**src/rtl/enum_pair_tracker.sv**
```systemverilog
// Enum-pair run tracker: checks each 64-bit half for legal {a,b} rotations,
// tracks rotating runs per half and emits a registered status word.
module enum_pair_tracker #(
  parameter int CNT_W = 32
) (
  input  logic         clk,
  input  logic         rst_n,
  input  logic         clr,
  input  logic         in_valid,
  output logic         in_ready,
  input  logic [127:0] in,
  output logic         out_valid,
  input  logic         out_ready,
  output logic [127:0] out
);

  localparam logic [CNT_W-1:0] CNT_MAX = '1;

  logic        accept;
  logic [63:0] st0;
  logic [63:0] st1;

  assign in_ready = !out_valid || out_ready;
  assign accept   = in_valid && in_ready;

  function automatic logic [1:0] succ(input logic [1:0] x);
    return (x == 2'd2) ? 2'd0 : x + 2'd1;
  endfunction

  function automatic logic legal(input logic [31:0] a, input logic [31:0] b);
    return (a <= 32'd2) && (b <= 32'd2) && (b[1:0] == succ(a[1:0]));
  endfunction

  if (1) begin : g_half0
    typedef enum logic [1:0] {IDLE = 2'd0, SEQ = 2'd1, BREAK = 2'd2, ERR = 2'd3} state_t;
    state_t           state_q, state_d;
    logic [CNT_W-1:0] cnt_q, cnt_d;
    logic [1:0]       last_q, last_d;
    logic [31:0]      a, b;

    assign a = in[63:32];
    assign b = in[31:0];

    always_comb begin
      state_d = state_q;
      cnt_d   = cnt_q;
      last_d  = last_q;
      if (clr) begin
        state_d = IDLE;
        cnt_d   = '0;
        last_d  = '0;
      end else if (accept && state_q != ERR) begin
        if (!legal(a, b)) begin
          state_d = ERR;
        end else if (state_q == IDLE) begin
          state_d = SEQ;
          cnt_d   = CNT_W'(1);
          last_d  = a[1:0];
        end else if (a[1:0] == succ(last_q)) begin
          state_d = SEQ;
          cnt_d   = (cnt_q == CNT_MAX) ? cnt_q : cnt_q + CNT_W'(1);
          last_d  = a[1:0];
        end else begin
          state_d = BREAK;
          cnt_d   = CNT_W'(1);
          last_d  = a[1:0];
        end
      end
    end

    always_ff @(posedge clk or negedge rst_n) begin
      if (!rst_n) begin
        state_q <= IDLE;
        cnt_q   <= '0;
        last_q  <= '0;
      end else begin
        state_q <= state_d;
        cnt_q   <= cnt_d;
        last_q  <= last_d;
      end
    end

    // Status is built from the post-update values so out reflects this beat.
    assign st0 = {32'(cnt_d), state_d, 28'd0, last_d};
  end

  if (1) begin : g_half1
    typedef enum logic [1:0] {IDLE = 2'd0, SEQ = 2'd1, BREAK = 2'd2, ERR = 2'd3} state_t;
    state_t           state_q, state_d;
    logic [CNT_W-1:0] cnt_q, cnt_d;
    logic [1:0]       last_q, last_d;
    logic [31:0]      a, b;

    assign a = in[127:96];
    assign b = in[95:64];

    always_comb begin
      state_d = state_q;
      cnt_d   = cnt_q;
      last_d  = last_q;
      if (clr) begin
        state_d = IDLE;
        cnt_d   = '0;
        last_d  = '0;
      end else if (accept && state_q != ERR) begin
        if (!legal(a, b)) begin
          state_d = ERR;
        end else if (state_q == IDLE) begin
          state_d = SEQ;
          cnt_d   = CNT_W'(1);
          last_d  = a[1:0];
        end else if (a[1:0] == succ(last_q)) begin
          state_d = SEQ;
          cnt_d   = (cnt_q == CNT_MAX) ? cnt_q : cnt_q + CNT_W'(1);
          last_d  = a[1:0];
        end else begin
          state_d = BREAK;
          cnt_d   = CNT_W'(1);
          last_d  = a[1:0];
        end
      end
    end

    always_ff @(posedge clk or negedge rst_n) begin
      if (!rst_n) begin
        state_q <= IDLE;
        cnt_q   <= '0;
        last_q  <= '0;
      end else begin
        state_q <= state_d;
        cnt_q   <= cnt_d;
        last_q  <= last_d;
      end
    end

    assign st1 = {32'(cnt_d), state_d, 28'd0, last_d};
  end

  // A beat consumed under clr is discarded: out keeps its value.
  always_ff @(posedge clk or negedge rst_n) begin
    if (!rst_n) begin
      out       <= '0;
      out_valid <= 1'b0;
    end else if (accept && !clr) begin
      out       <= {st1, st0};
      out_valid <= 1'b1;
    end else if (out_ready) begin
      out_valid <= 1'b0;
    end
  end

endmodule

```
**config.mk**
```make
export PLATFORM = sky130hd
export DESIGN_NAME = enum_pair_tracker
export DESIGN_NICKNAME = d
export VERILOG_FILES = /design/src/rtl/enum_pair_tracker.sv
export SDC_FILE = /design/constraint.sdc
export NUM_CORES = 1
export LEC_CHECK = 0
export CAP_MARGIN = 10
export CORE_MARGIN = 5
export CORE_UTILIZATION = 24
export CTS_CLUSTER_DIAMETER = 60
export DETAILED_ROUTE_END_ITERATION = 10
export DONT_BUFFER_PORTS = 1
export GPL_TIMING_DRIVEN = 0
export SLEW_MARGIN = 20
export SYNTH_ARGS = -nofsm -noshare
export SYNTH_HDL_FRONTEND = slang
export SYNTH_SLANG_ARGS = --single-unit
```
**constraint.sdc**
```tcl
create_clock -name clk -period 3.1 [get_ports clk]
set_input_delay 0.465 -clock clk [delete_from_list [all_inputs] [get_ports clk]]
set_output_delay 0.465 -clock clk [all_outputs]
set_load 0.005 [all_outputs]
```
* Word level (Yosys, flattened, before mapping)
Cells that the tools add are included.
Cells by class: $lt $le $gt $ge 4, add/sub/neg operators 6, reductions and logical operators 14, multiplexer cells 34, eq/ne operators 12
Operators by type and width (number):
- two-way mux 32 bit | 12
- less-or-equal comparator 32 x 2 -> 1 bit (second input constant) | 4
- adder 32 x 1 -> 32 bit (second input constant) | 2
- equality test 32 bit (second input constant) | 2
- two-way mux 2 bit | 20
- adder 2 x 1 -> 2 bit (second input constant) | 4
- equality test 2 bit | 4
- equality test 2 bit (second input constant) | 4
- logical AND 1 bit | 8
- logical NOT 2 bit | 2
- inequality test 2 bit (second input constant) | 2
- logical NOT 1 bit | 2
- two-way mux 1 bit | 2
- nonzero test 2 bit | 1
- logical OR 1 bit | 1
Word-level totals: output and inout bits 130, register bits after elaboration 145, input bits 133, word-level logic and storage cells 78

* Logic depth before layout (Yosys ltp)
Gate-level depths: netlist of run 1.
depth after elaboration 8, gate-level depth with buffers 10, mapped depth without buffers 8

* Worst setup path after synthesis of run 1
Ideal clock, no wire load.
kind input port to flip-flop, start point in in[28], end point reg out[32], library setup time 125 ps, setup slack 670 ps, required time 2975 ps, path buffers 0, data arrival time 2306 ps, stages on the path 6, cells stage by stage or4_1 > nor4_4 > nand2_1 > or3b_1 > a21o_1 > mux2_2
Between the ends: cells in the longest elaborated chain, start to end 6
RTL lines:
- start: declaration | line 11 | input logic [127:0] in,
- less-or-equal comparator 32 x 2 -> 1 bit | line 31 | return (a <= 32'd2) && (b <= 32'd2) && (b[1:0] == succ(a[1:0]));
- logical AND 1 bit (2 in series) | line 31
- two-way mux 32 bit | line 53 | if (!legal(a, b)) begin
- two-way mux 32 bit | line 52 | end else if (accept && state_q != ERR) begin
- two-way mux 32 bit | line 48 | if (clr) begin
- end signal: assignment | line 145 | out <= {st1, st0};
- end: declaration | line 14 | output logic [127:0] out
No other way between the ends. A chain may end at the register's enable or synchronous reset.

* Final worst setup path of run 1
start point reg g_half1.cnt_q[0], end point reg out[115]
Between the ends: cells in the longest elaborated chain, start to end 7, elaborated cells on any way between the ends 8, those cells by class add/sub (1); eq/ne (1); mux (6)
RTL lines:
- start: declaration | line 90 | logic [CNT_W-1:0] cnt_q, cnt_d;
- start signal: assignment | line 131 | cnt_q <= cnt_d;
- adder 32 x 1 -> 32 bit / equality test 32 bit (equally long branches) | line 114 | cnt_d = (cnt_q == CNT_MAX) ? cnt_q : cnt_q + CNT_W'(1);
- two-way mux 32 bit * | line 114
- two-way mux 32 bit * | line 112 | end else if (a[1:0] == succ(last_q)) begin
- two-way mux 32 bit * | line 108 | end else if (state_q == IDLE) begin
- two-way mux 32 bit * | line 106 | if (!legal(a, b)) begin
- two-way mux 32 bit * | line 105 | end else if (accept && state_q != ERR) begin
- two-way mux 32 bit * | line 101 | if (clr) begin
Every way passes the cells marked *; elsewhere a longest branch is shown, timed or not.

==> results of run 1 <==
-- kinds of logic after synthesis --
group | Yosys count | synth area share, %
simple gates | 400 | 26.85
other cells | 1 | 0.05016
flops | 145 | 48.54
mux | 8 | 1.105
compound gates | 99 | 8.335
xor+xnor | 56 | 6.561
fa+ha+maj | 2 | 0.3347
buf+inv | 105 | 8.234
-- power breakdown --
part,leakage [µW],internal [µW],switching [µW],total [µW]
sequential,0.00196,1960,61.4,2020
combinational,0.00136,109,138,247
clock,0.000288,1140,922,2070
total,0.00361,3210,1120,4330
-- layout make-up --
cell class              instances  area [µm²]  share of cell area [%]
inverters                      10       37.54                  0.4280
clock inverters                15       166.4                   1.898
well taps                     396       495.5                   5.650
clock buffers                  17       425.4                   4.851
flip-flops and latches        145        3628                   41.38
multi-input cells             621        3438                   39.21
plain buffers                  95       578.1                   6.592
-- metrics by stage --
step	utilization [%]	hold WS (ns)	setup WS (ns)	cell area [µm²]	power (µW)
after floorplan	-	0.1694	0.6696	7682	2236
after global placement	26.66	0.1735	0.01798	8178	2305
after detailed placement	26.66	0.1730	0.01171	8178	2310
after CTS	28.59	-0.2891	0.06945	8770	4385
after global routing	28.59	-0.3036	0.07102	8770	4532
final	28.59	-0.2770	0.2540	8770	4333
-- flip-flops by register name, summed over array words and instances (netlist names) --
name	count
g_half0.cnt_q	32
g_half1.cnt_q	32
g_half1.state_q	2
g_half1.last_q	2
out	72
out_valid	1
g_half0.state_q	2
g_half0.last_q	2
-- final timing paths --
check / start / slack, ns / end
max reg2reg: g_half1.cnt_q[0] / 0.25 / out[115]
max in group asynchronous: rst_n / 3.11 / g_half0.cnt_q[29]
min reg2reg: out[105] / 0.52 / out[105]
min: rst_n / -0.28 / out[113]
max: g_half1.cnt_q[0] / 0.25 / out[115]
min in group clk: in[97] / 0.23 / g_half1.last_q[1]
-- placed cells by master (no fill, tap or decap), types with 5 or more instances in the layout --
cell type	count
buf_2	6
nand3_1	27
nor2_1	131
dfrtp_1	145
nor4_1	59
clkbuf_16	17
inv_1	10
o21ai_0	48
nor3_1	25
and3_1	11
nand4_1	26
buf_4	57
and4_1	5
mux2i_1	6
nand2_1	78
xnor2_1	47
a211oi_1	25
a21oi_1	6
clkbuf_1	29
inv_6	5
xor2_1	9
conb_1	56
-- layer usage --
layer	track usage, %	part of all wire, %
met3	4.895	8.3
met5	0	0
met1	15.93	44
met2	19.50	47
met4	2.578	0.90
-- worst max-delay path, delay by kind of cell, from the launching register on --
family          cells  cell delay (ns)
buf+inv             1             0.47
compound gates      1             0.14
flops               1             0.39
xor+xnor            1             0.27
fa+ha+maj           1             0.18
simple gates        5             1.26
-- synthesized netlist by cell type (all sizes together), types with 4 or more instances --
master  instances  area [µm²]
a211oi         27       212.7
a21oi           6       30.03
and2            5       31.28
and3           12       80.08
and4            5       43.79
buf            66       469.2
clkbuf         29       108.9
dfrtp         145        3628
inv            10       37.54
mux2i           6       60.06
nand2          78       292.8
nand3          28       145.1
nand4          28       187.7
nor2          131       491.7
nor3           25       125.1
nor4           61       402.9
nor4b           4       35.03
o21ai          50       250.2
or3             4       30.03
xnor2          47       411.6
xor2            9       78.83
==> impl_metrics.py, run 1 <==
metrics = {
    "global_route": {
        "grt_pass1_vias": 6092,
        "grt_max_degree": 146,
        "track_usage_pct": 12.28,
        "grt_pass1_wl_mm": 34.58,
        "antenna_found_initial": 0,
        "overflow": 0,
    },
    "die": {
        "die_area_um2": 34780,
        "die_x_um": 186.5,
        "die_y_um": 186.5,
        "io_pins": 263,
        "start_util_pct": 24.38,
        "row_count": 64,
        "core_um2": 30670,
    },
    "clock_tree": {
        "cts_buffer_depth": 2,
        "numCtsBuffers": 17,
        "cts_tree": "built",
        "postCtsSetupBuffers": 0,
        "htree_levels": 4,
        "clkLatencyLatePin_ns": 0.43,
        "post_cts_resized": 0,
        "clock_sinks": 145,
        "clk_pin_slew_ns": 0.07,
        "root_buffer": "clkbuf_16",
    },
    "power_and_ir_drop": {
        "powerDensity_nw_per_um2": 494.1,
        "peakVddDrop_mv": 0.3549,
        "p_leak_uw": 0.003606,
    },
    "synth": {
        "avgSynthCellArea_um2": 9.162,
        "synth_edf_count": 0,
        "synth_warnings": 0,
        "synth_seq_cells": 145,
        "synth_flop_cell": "dfrtp_1",
        "seq_area_frac_synth_pct": 48.54,
        "ys_types": 55,
        "syn_area_um2": 7476,
        "ys_async_sr_fraction_pct": 100.0,
        "synthCells": 816,
    },
    "critical_path": {
        "critical_path.most_common_cell": "nand4_1",
        "critical_path.cell_chain": "ha_1, nand3_1, nor4_1, nand4_1, nand4_1, clkbuf_1, nor3_1, xnor2_1, o21ai_0",
        "worstRegToRegCells": 9,
        "required_ns": 3.40,
        "start_kind": "flip-flop",
        "critPathSlowestCell": "clkbuf_1",
        "arrival_ns": 3.14,
        "worstSetupPathType": "reg2reg",
        "cpPeakStageDelay_ns": 0.47,
        "critPathMaxFanout": 10,
        "critPathCaptureType": "flip-flop",
    },
    "sta": {
        "whs_ns": -0.2770,
        "worst_slew_pin_slew_ns": 0.7991,
        "slew_headroom_pct": 46.37,
        "timing.final.crit_share_pct": 91.81,
        "setup_viol": 0,
        "maxSlewViolCount": 0,
        "final.setup.tns_ns": 0,
        "finalClockSkew_ns": 0.01256,
        "rsz0062_at_grt": "no",
        "hold_violations": 145,
        "layout_min_cycle_time_ns": 2.846,
        "fmax_ghz": 0.3514,
    },
    "placement": {
        "dp_hpwl_mm": 16.72,
        "dp.cells": 1267,
        "io_buffer_count": 0,
        "gpl.final_weighted_congestion": 0.8361,
    },
    "final_layout": {
        "area_delta_synth_final_pct": 17.31,
        "fin_cells": 1299,
        "nets": 1025,
        "fillers": 3273,
        "drive_above_1_share_pct": 12.29,
        "n_antenna_cell": 0,
    },
    "drt": {
        "totalWireLength_mm": 22.02,
        "drt_pre_antenna_iters": 4,
        "drc": 0,
        "dr.first_iter.drc_count": 400,
        "antenna_left": 0,
        "viasPerCell": 4.697,
        "vias": 6101,
        "route.detailed.wl_per_inst_um": 16.95,
    },
    "hold_path": {
        "hp-class": "in2async",
    },
    "run_status": {
        "violations": "negative hold slack",
        "status": "finished, violations left",
    },
    "flow_run": {
        "maxCapViolCount": 0,
    },
}
(Power assumes the default switching activity.)
==> run 2, diff against run 1 <==
--- a/config.mk
+++ b/config.mk
@@ -5,6 +5,7 @@
 export SDC_FILE = /design/constraint.sdc
 export NUM_CORES = 1
 export LEC_CHECK = 0
+export ABC_AREA = 1
 export CAP_MARGIN = 10
 export CORE_MARGIN = 5
 export CORE_UTILIZATION = 24
@@ -12,7 +13,6 @@
 export DETAILED_ROUTE_END_ITERATION = 10
 export DONT_BUFFER_PORTS = 1
 export GPL_TIMING_DRIVEN = 0
-export SLEW_MARGIN = 20
 export SYNTH_ARGS = -nofsm -noshare
 export SYNTH_HDL_FRONTEND = slang
 export SYNTH_SLANG_ARGS = --single-unit
==> run 2 against run 1 <==
Net effect: the flow still finishes with violations (negative hold slack); maximum frequency rose by 13%; final cell count rose by 53%; sequential share of layout area fell by 7.7 points; non-clock buffer count fell by 3; first-iteration DRC count rose by 59%; critical path depth rose by 1; combinational power rose by 12%; final area rose by 23%; synthesized cell count rose by 70%; wire length rose by 42%; sequential power fell by 5%; register-to-register slack improved by 0.34 ns; critical path type unchanged; highest routed layer unchanged.
==> impl_metrics.py, run 2 <==
metrics = {
    "run_status": {
        "status": "finished, violations left",
        "violations": "negative hold slack",
    },
    "sta": {
        "timing.final.crit_share_pct": 80.99,
        "setup_viol": 0,
        "slew_headroom_pct": 45.24,
        "worst_slew_pin_slew_ns": 0.8213,
        "whs_ns": -0.2625,
        "layout_min_cycle_time_ns": 2.511,
        "finalClockSkew_ns": 0.01288,
        "hold_violations": 145,
        "maxSlewViolCount": 0,
        "final.setup.tns_ns": 0,
        "fmax_ghz": 0.3983,
        "rsz0062_at_grt": "no",
    },
    "clock_tree": {
        "post_cts_resized": 0,
        "root_buffer": "clkbuf_16",
        "numCtsBuffers": 17,
        "clock_sinks": 145,
        "clkLatencyLatePin_ns": 0.43,
        "cts_buffer_depth": 2,
        "htree_levels": 4,
        "postCtsSetupBuffers": 0,
        "cts_tree": "built",
        "clk_pin_slew_ns": 0.06,
    },
    "critical_path": {
        "arrival_ns": 2.82,
        "worstSetupPathDepth": 10,
        "critPathSlowestCell": "nor2_1",
        "critPathMaxFanout": 8,
        "crit_buf_inv": 1,
        "critical_path.cell_chain": "nand2_1, inv_1, nor2_1, nand2_1, nor2_1, nand3_1, nor2_1, nand3_1, nand4_1, nand2_1",
        "cp-endpoint": "out[57]",
        "cpPeakStageDelay_ns": 0.56,
        "reg2reg_slack_ns": 0.59,
        "start_kind": "flip-flop",
        "worstSetupPathType": "reg2reg",
        "critPathCaptureType": "flip-flop",
        "reg2reg_to": "out[57]",
        "worstRegToRegCells": 10,
        "required_ns": 3.41,
        "regToRegStartpoint": "g_half0.state_q[0]",
        "critPathLaunch": "g_half0.state_q[0]",
        "critPathTopFamily": "simple AND/OR/NAND/NOR gates",
    },
    "drt": {
        "vias": 8701,
        "totalWireLength_mm": 31.35,
        "viasPerCell": 4.366,
        "dr.first_iter.drc_count": 634,
        "route.detailed.wl_per_inst_um": 15.73,
        "drc": 0,
        "antenna_left": 0,
        "drt_pre_antenna_iters": 5,
    },
    "power_and_ir_drop": {
        "clockPowerShare_pct": 51.3,
        "power.share.sequential_pct": 42.6,
        "p_sw_share_pct": 23.25,
        "combPwrFrac_pct": 6.1,
        "p_leak_uw": 0.005161,
        "peakVddDrop_mv": 0.2749,
        "switchingPower_uw": 1049,
        "p_int_uw": 3462,
        "powerDensity_nw_per_um2": 418.2,
    },
    "final_layout": {
        "fillers": 4164,
        "largest-register": "out",
        "final_common_cell": "nand2_1",
        "n_antenna_cell": 0,
        "layout_common_cells": "nand2_1 (448), nor2_1 (284), dfrtp_1 (145)",
        "seq_area_um2": 3628,
        "area_delta_synth_final_pct": 16.20,
        "largest_reg_flops": 72,
        "top_regs": "out (72), g_half0.cnt_q (32), g_half1.cnt_q (32)",
        "fin_cells": 1993,
        "drive_above_1_share_pct": 11.32,
        "multi_input_area_um2": 4713,
        "nets": 1598,
    },
    "synth": {
        "synth.area.top_cells": "dfrtp_1 (39%), nand2_1 (18%), nor2_1 (11%)",
        "synth_edf_count": 0,
        "yosysTopAreaCell": "dfrtp_1",
        "avgSynthCellArea_um2": 6.683,
        "ys_async_sr_fraction_pct": 100.0,
        "synth_seq_cells": 145,
        "synth_flop_cell": "dfrtp_1",
        "netlist.area_leader.share_pct": 39.09,
        "synth_warnings": 0,
        "ys_types": 38,
        "synthCells": 1389,
        "seq_area_frac_synth_pct": 39.09,
        "yosys.cell_count.top_type": "nand2_1",
        "synthTopCellsByCount": "nand2_1 (448), nor2_1 (284), dfrtp_1 (145), inv_1 (124), nand3_1 (81)",
        "syn_area_um2": 9283,
    },
    "global_route": {
        "grt_max_degree": 146,
        "overflow": 0,
        "antenna_found_initial": 0,
        "grt_pass1_wl_mm": 46.84,
        "track_usage_pct": 14.23,
        "grt_pass1_vias": 8265,
    },
    "die": {
        "start_util_pct": 24.13,
        "core_um2": 38470,
        "row_count": 72,
        "io_pins": 263,
        "die_x_um": 206.7,
        "die_y_um": 206.7,
        "die_area_um2": 42710,
    },
    "placement": {
        "gpl.final_weighted_congestion": 0.8831,
        "dp.cells": 1962,
        "dp_hpwl_mm": 24.68,
        "io_buffer_count": 0,
    },
    "hold_path": {
        "hp-class": "in2async",
    },
    "flow_run": {
        "maxCapViolCount": 0,
    },
}
run 2: cell count changes in the layout (fill, tap and decap cells not counted), moves of 25 or more:
cell,change
nand2_1,+370
nor2_1,+153
inv_1,+114
nor4_1,-55
nand3_1,+54
xnor2_1,-47
o21ai_0,-28
a211oi_1,-25
run 2: per-stage QoR:
stage	area, µm²	util (%)	worst slack, ns	total power (µW)	hold slack (ns)
after detailed placement	10140	26.35	0.4366	2232	0.1720
after floorplan	9489	-	1.341	2156	0.1694
after global routing	10790	28.04	0.3883	4682	-0.2892
after CTS	10790	28.04	0.5535	4581	-0.2952
after global placement	10140	26.35	0.4616	2229	0.1728
final	10790	28.04	0.5893	4511	-0.2625
run 2: cell type report:
class	count	share of cell area (%)
inverter	133	4.628
sequential	145	33.64
multi-input combinational	1074	43.70
clock inverter	12	1.914
clock buffer	19	4.106
tap	518	6.009
buffer	92	6.009
run 2: worst register-to-register path, cell delays in order (launching register included):
cell and delay (ns):
dfrtp_1 0.39, nand2_1 0.08, inv_1 0.06, nor2_1 0.15, nand2_1 0.07, nor2_1 0.26
nand3_1 0.40, nor2_1 0.57, nand3_1 0.20, nand4_1 0.16, nand2_1 0.07
run 2: how the worst min path moves through the flow:
| stage | slack [ns] | from | end |
|---|---|---|---|
| floorplan | 0.17 | rst_n | g_half0.cnt_q[0] |
| global placement | 0.17 | rst_n | out[41] |
| detailed placement | 0.17 | rst_n | out[41] |
| CTS | -0.30 | rst_n | out[48] |
| global route | -0.29 | rst_n | out[41] |
| finish | -0.26 | rst_n | out[41] |
run 2: kinds of logic after synthesis:
| kind of cell | count (synthesis) | share of synthesized area [%] |
|---|---|---|
| simple gates | 932 | 42.84 |
| buf+inv | 225 | 12.36 |
| flops | 145 | 39.09 |
| compound gates | 84 | 5.405 |
| fa+ha+maj | 2 | 0.2695 |
| other cells | 1 | 0.04040 |
run 2: metal layers:
metal | routed length, µm | up-vias | track usage (%)
met1 | 12910 | 3991 | 17.02
met5 | 0 | - | 0
met4 | 567 | 0 | 3.969
met2 | 14810 | 295 | 24.64
met3 | 3059 | 29 | 4.515
li1 | - | 4386 | -
run 2: power by group through the flow:
stage          logic, µW  registers [µW]  clock network, µW
6_report             277            1920               2310
5_1_grt              314            1920               2450
2_1_floorplan        206            1950                  0
4_1_cts              276            1920               2380
3_5_place_dp         276            1960                  0
3_3_place_gp         273            1960                  0
==> run 3, diff against run 2 <==
==> constraint.sdc (replaced) <==
create_clock -name clk -period 2.5 [get_ports clk]
set_input_delay 0.375 -clock clk [delete_from_list [all_inputs] [get_ports clk]]
set_output_delay 0.375 -clock clk [all_outputs]
set_load 0.005 [all_outputs]
==> run 3 against run 2 <==
Net effect: the flow still finishes with violations (negative hold slack); sequential power up 24%; critical endpoint is now g_half0.cnt_q[25]; critical path depth is 1 lower; first-iteration DRC count is 8.2% lower; critical path type unchanged; sequential share of layout area barely moved; combinational power is 24% higher.
==> impl_metrics.py, run 3 (synthesized netlist as in run 2, its figures left out) <==
metrics = {
    "run_status": {
        "status": "finished, violations left",
        "violations": "negative hold slack",
    },
    "sta": {
        "hold_violations": 145,
        "worst_slew_pin_slew_ns": 0.8316,
        "rsz0062_at_grt": "no",
        "maxSlewViolCount": 0,
        "setup_viol": 0,
        "finalClockSkew_ns": 0.01116,
        "slew_headroom_pct": 44.56,
        "layout_min_cycle_time_ns": 2.276,
        "timing.final.crit_share_pct": 91.02,
        "final.setup.tns_ns": 0,
        "fmax_ghz": 0.4395,
        "whs_ns": -0.3540,
    },
    "die": {
        "die_y_um": 206.7,
        "start_util_pct": 24.13,
        "row_count": 72,
        "die_x_um": 206.7,
        "core_um2": 38470,
        "die_area_um2": 42710,
        "io_pins": 263,
    },
    "final_layout": {
        "final_util_pct": 28.06,
        "fin_cells": 1993,
        "n_antenna_cell": 0,
        "final_common_cell": "nand2_1",
        "area_delta_synth_final_pct": 16.28,
        "fillers": 4163,
        "drive_above_1_share_pct": 11.46,
        "layout_common_cells": "nand2_1 (448), nor2_1 (283), dfrtp_1 (145)",
        "nets": 1598,
        "top_regs": "out (72), g_half0.cnt_q (32), g_half1.cnt_q (32)",
        "largest_reg_flops": 72,
        "largest-register": "out",
    },
    "clock_tree": {
        "clkLatencyLatePin_ns": 0.43,
        "cts_buffer_depth": 2,
        "cts_tree": "built",
        "clk_pin_slew_ns": 0.06,
        "root_buffer": "clkbuf_16",
        "postCtsSetupBuffers": 0,
        "htree_levels": 4,
        "numCtsBuffers": 17,
        "clock_sinks": 145,
    },
    "placement": {
        "io_buffer_count": 0,
        "dp.cells": 1962,
        "dp_hpwl_mm": 24.68,
        "gpl.final_weighted_congestion": 0.8831,
    },
    "critical_path": {
        "worstSetupPathType": "reg2reg",
        "arrival_ns": 2.58,
        "critPathMaxFanout": 10,
        "critPathCaptureType": "flip-flop",
        "worstRegToRegCells": 9,
        "required_ns": 2.81,
        "start_kind": "flip-flop",
    },
    "global_route": {
        "grt_use_met3_pct": 4.515,
        "gr-max-usage-layer": "met2",
        "overflow": 0,
        "antenna_found_initial": 0,
        "grt_use_met1_pct": 17.01,
        "track_usage_pct": 14.23,
        "grt_pass1_vias": 8271,
        "grt_pass1_wl_mm": 46.86,
        "grt_max_degree": 146,
        "met2_usage_pct": 24.65,
    },
    "flow_run": {
        "maxCapViolCount": 0,
    },
    "power_and_ir_drop": {
        "p_leak_uw": 0.005160,
        "peakVddDrop_mv": 0.3422,
        "powerDensity_nw_per_um2": 518.2,
        "p_total_uw": 5593,
    },
    "drt": {
        "route.detailed.wl_per_inst_um": 15.74,
        "drt_pre_antenna_iters": 5,
        "antenna_left": 0,
        "drc": 0,
        "viasPerCell": 4.365,
        "dr.first_iter.drc_count": 582,
        "vias": 8700,
        "totalWireLength_mm": 31.37,
    },
    "hold_path": {
        "hp-class": "in2async",
    },
}
-- run 3: cell counts in the layout (fill, tap and decap cells not counted) --
No cell type changed its count.
-- run 3: worst paths after layout --
kind                       slack, ns          startpoint                end
max                             0.22  g_half0.state_q[0]  g_half0.cnt_q[25]
min                            -0.35               rst_n            out[41]
max reg2reg                     0.22  g_half0.state_q[0]  g_half0.cnt_q[25]
min reg2reg                     0.51             out[40]            out[40]
max in group asynchronous       2.51               rst_n            out[98]
min in group clk                0.14              in[96]  g_half1.last_q[0]
-- run 3: timing repair --
action / in CTS / in global routing
endpoints found under the setup margin: 1 / 1
gates resized for setup: 1 / 1
hold endpoints to repair: 145 / 145
-- run 3: layout make-up --
type                            instances  area [µm²]  area share [%]
Multi-Input combinational cell       1074        4721           43.73
Sequential cell                       145        3628           33.62
Buffer                                 92       648.1           6.004
Tap cell                              518       648.1           6.004
Inverter                              133       499.2           4.625
Clock buffer                           19       442.9           4.103
Clock inverter                         12       206.4           1.913
-- run 3: metal layers --
metal / wire [µm] / part of all wire (%)
met2: 14840 / 47
met4: 573 / 1.8
met5: 0 / 0
met1: 12900 / 41
met3: 3048 / 9.7
-- run 3: worst max-delay path, cell delays in order (launching register included) --
cell	delay, ns
dfrtp_1	0.39
nand2_1	0.08
inv_1	0.06
nor2_1	0.15
nand2_1	0.07
nor2_1	0.29
nand4_1	0.30
nand2_1	0.42
buf_2	0.33
nor2_1	0.08
-- run 3: metrics by stage --
step / worst slack, ns / area (µm²)
detailed placement: -0.07336 / 10140
floorplan: 0.7407 / 9489
CTS: 0.09071 / 10790
finish: 0.2244 / 10790
global placement: -0.04840 / 10140
global route: 0.06735 / 10790
-- run 3: power breakdown --
| group | leakage (µW) | switching, µW | internal [µW] | total, µW |
|---|---|---|---|---|
| combinational | 0.00284 | 216 | 127 | 343 |
| clock | 0.000314 | 1070 | 1800 | 2870 |
| sequential | 0.00201 | 17.9 | 2360 | 2380 |
| total | 0.00516 | 1300 | 4290 | 5590 |
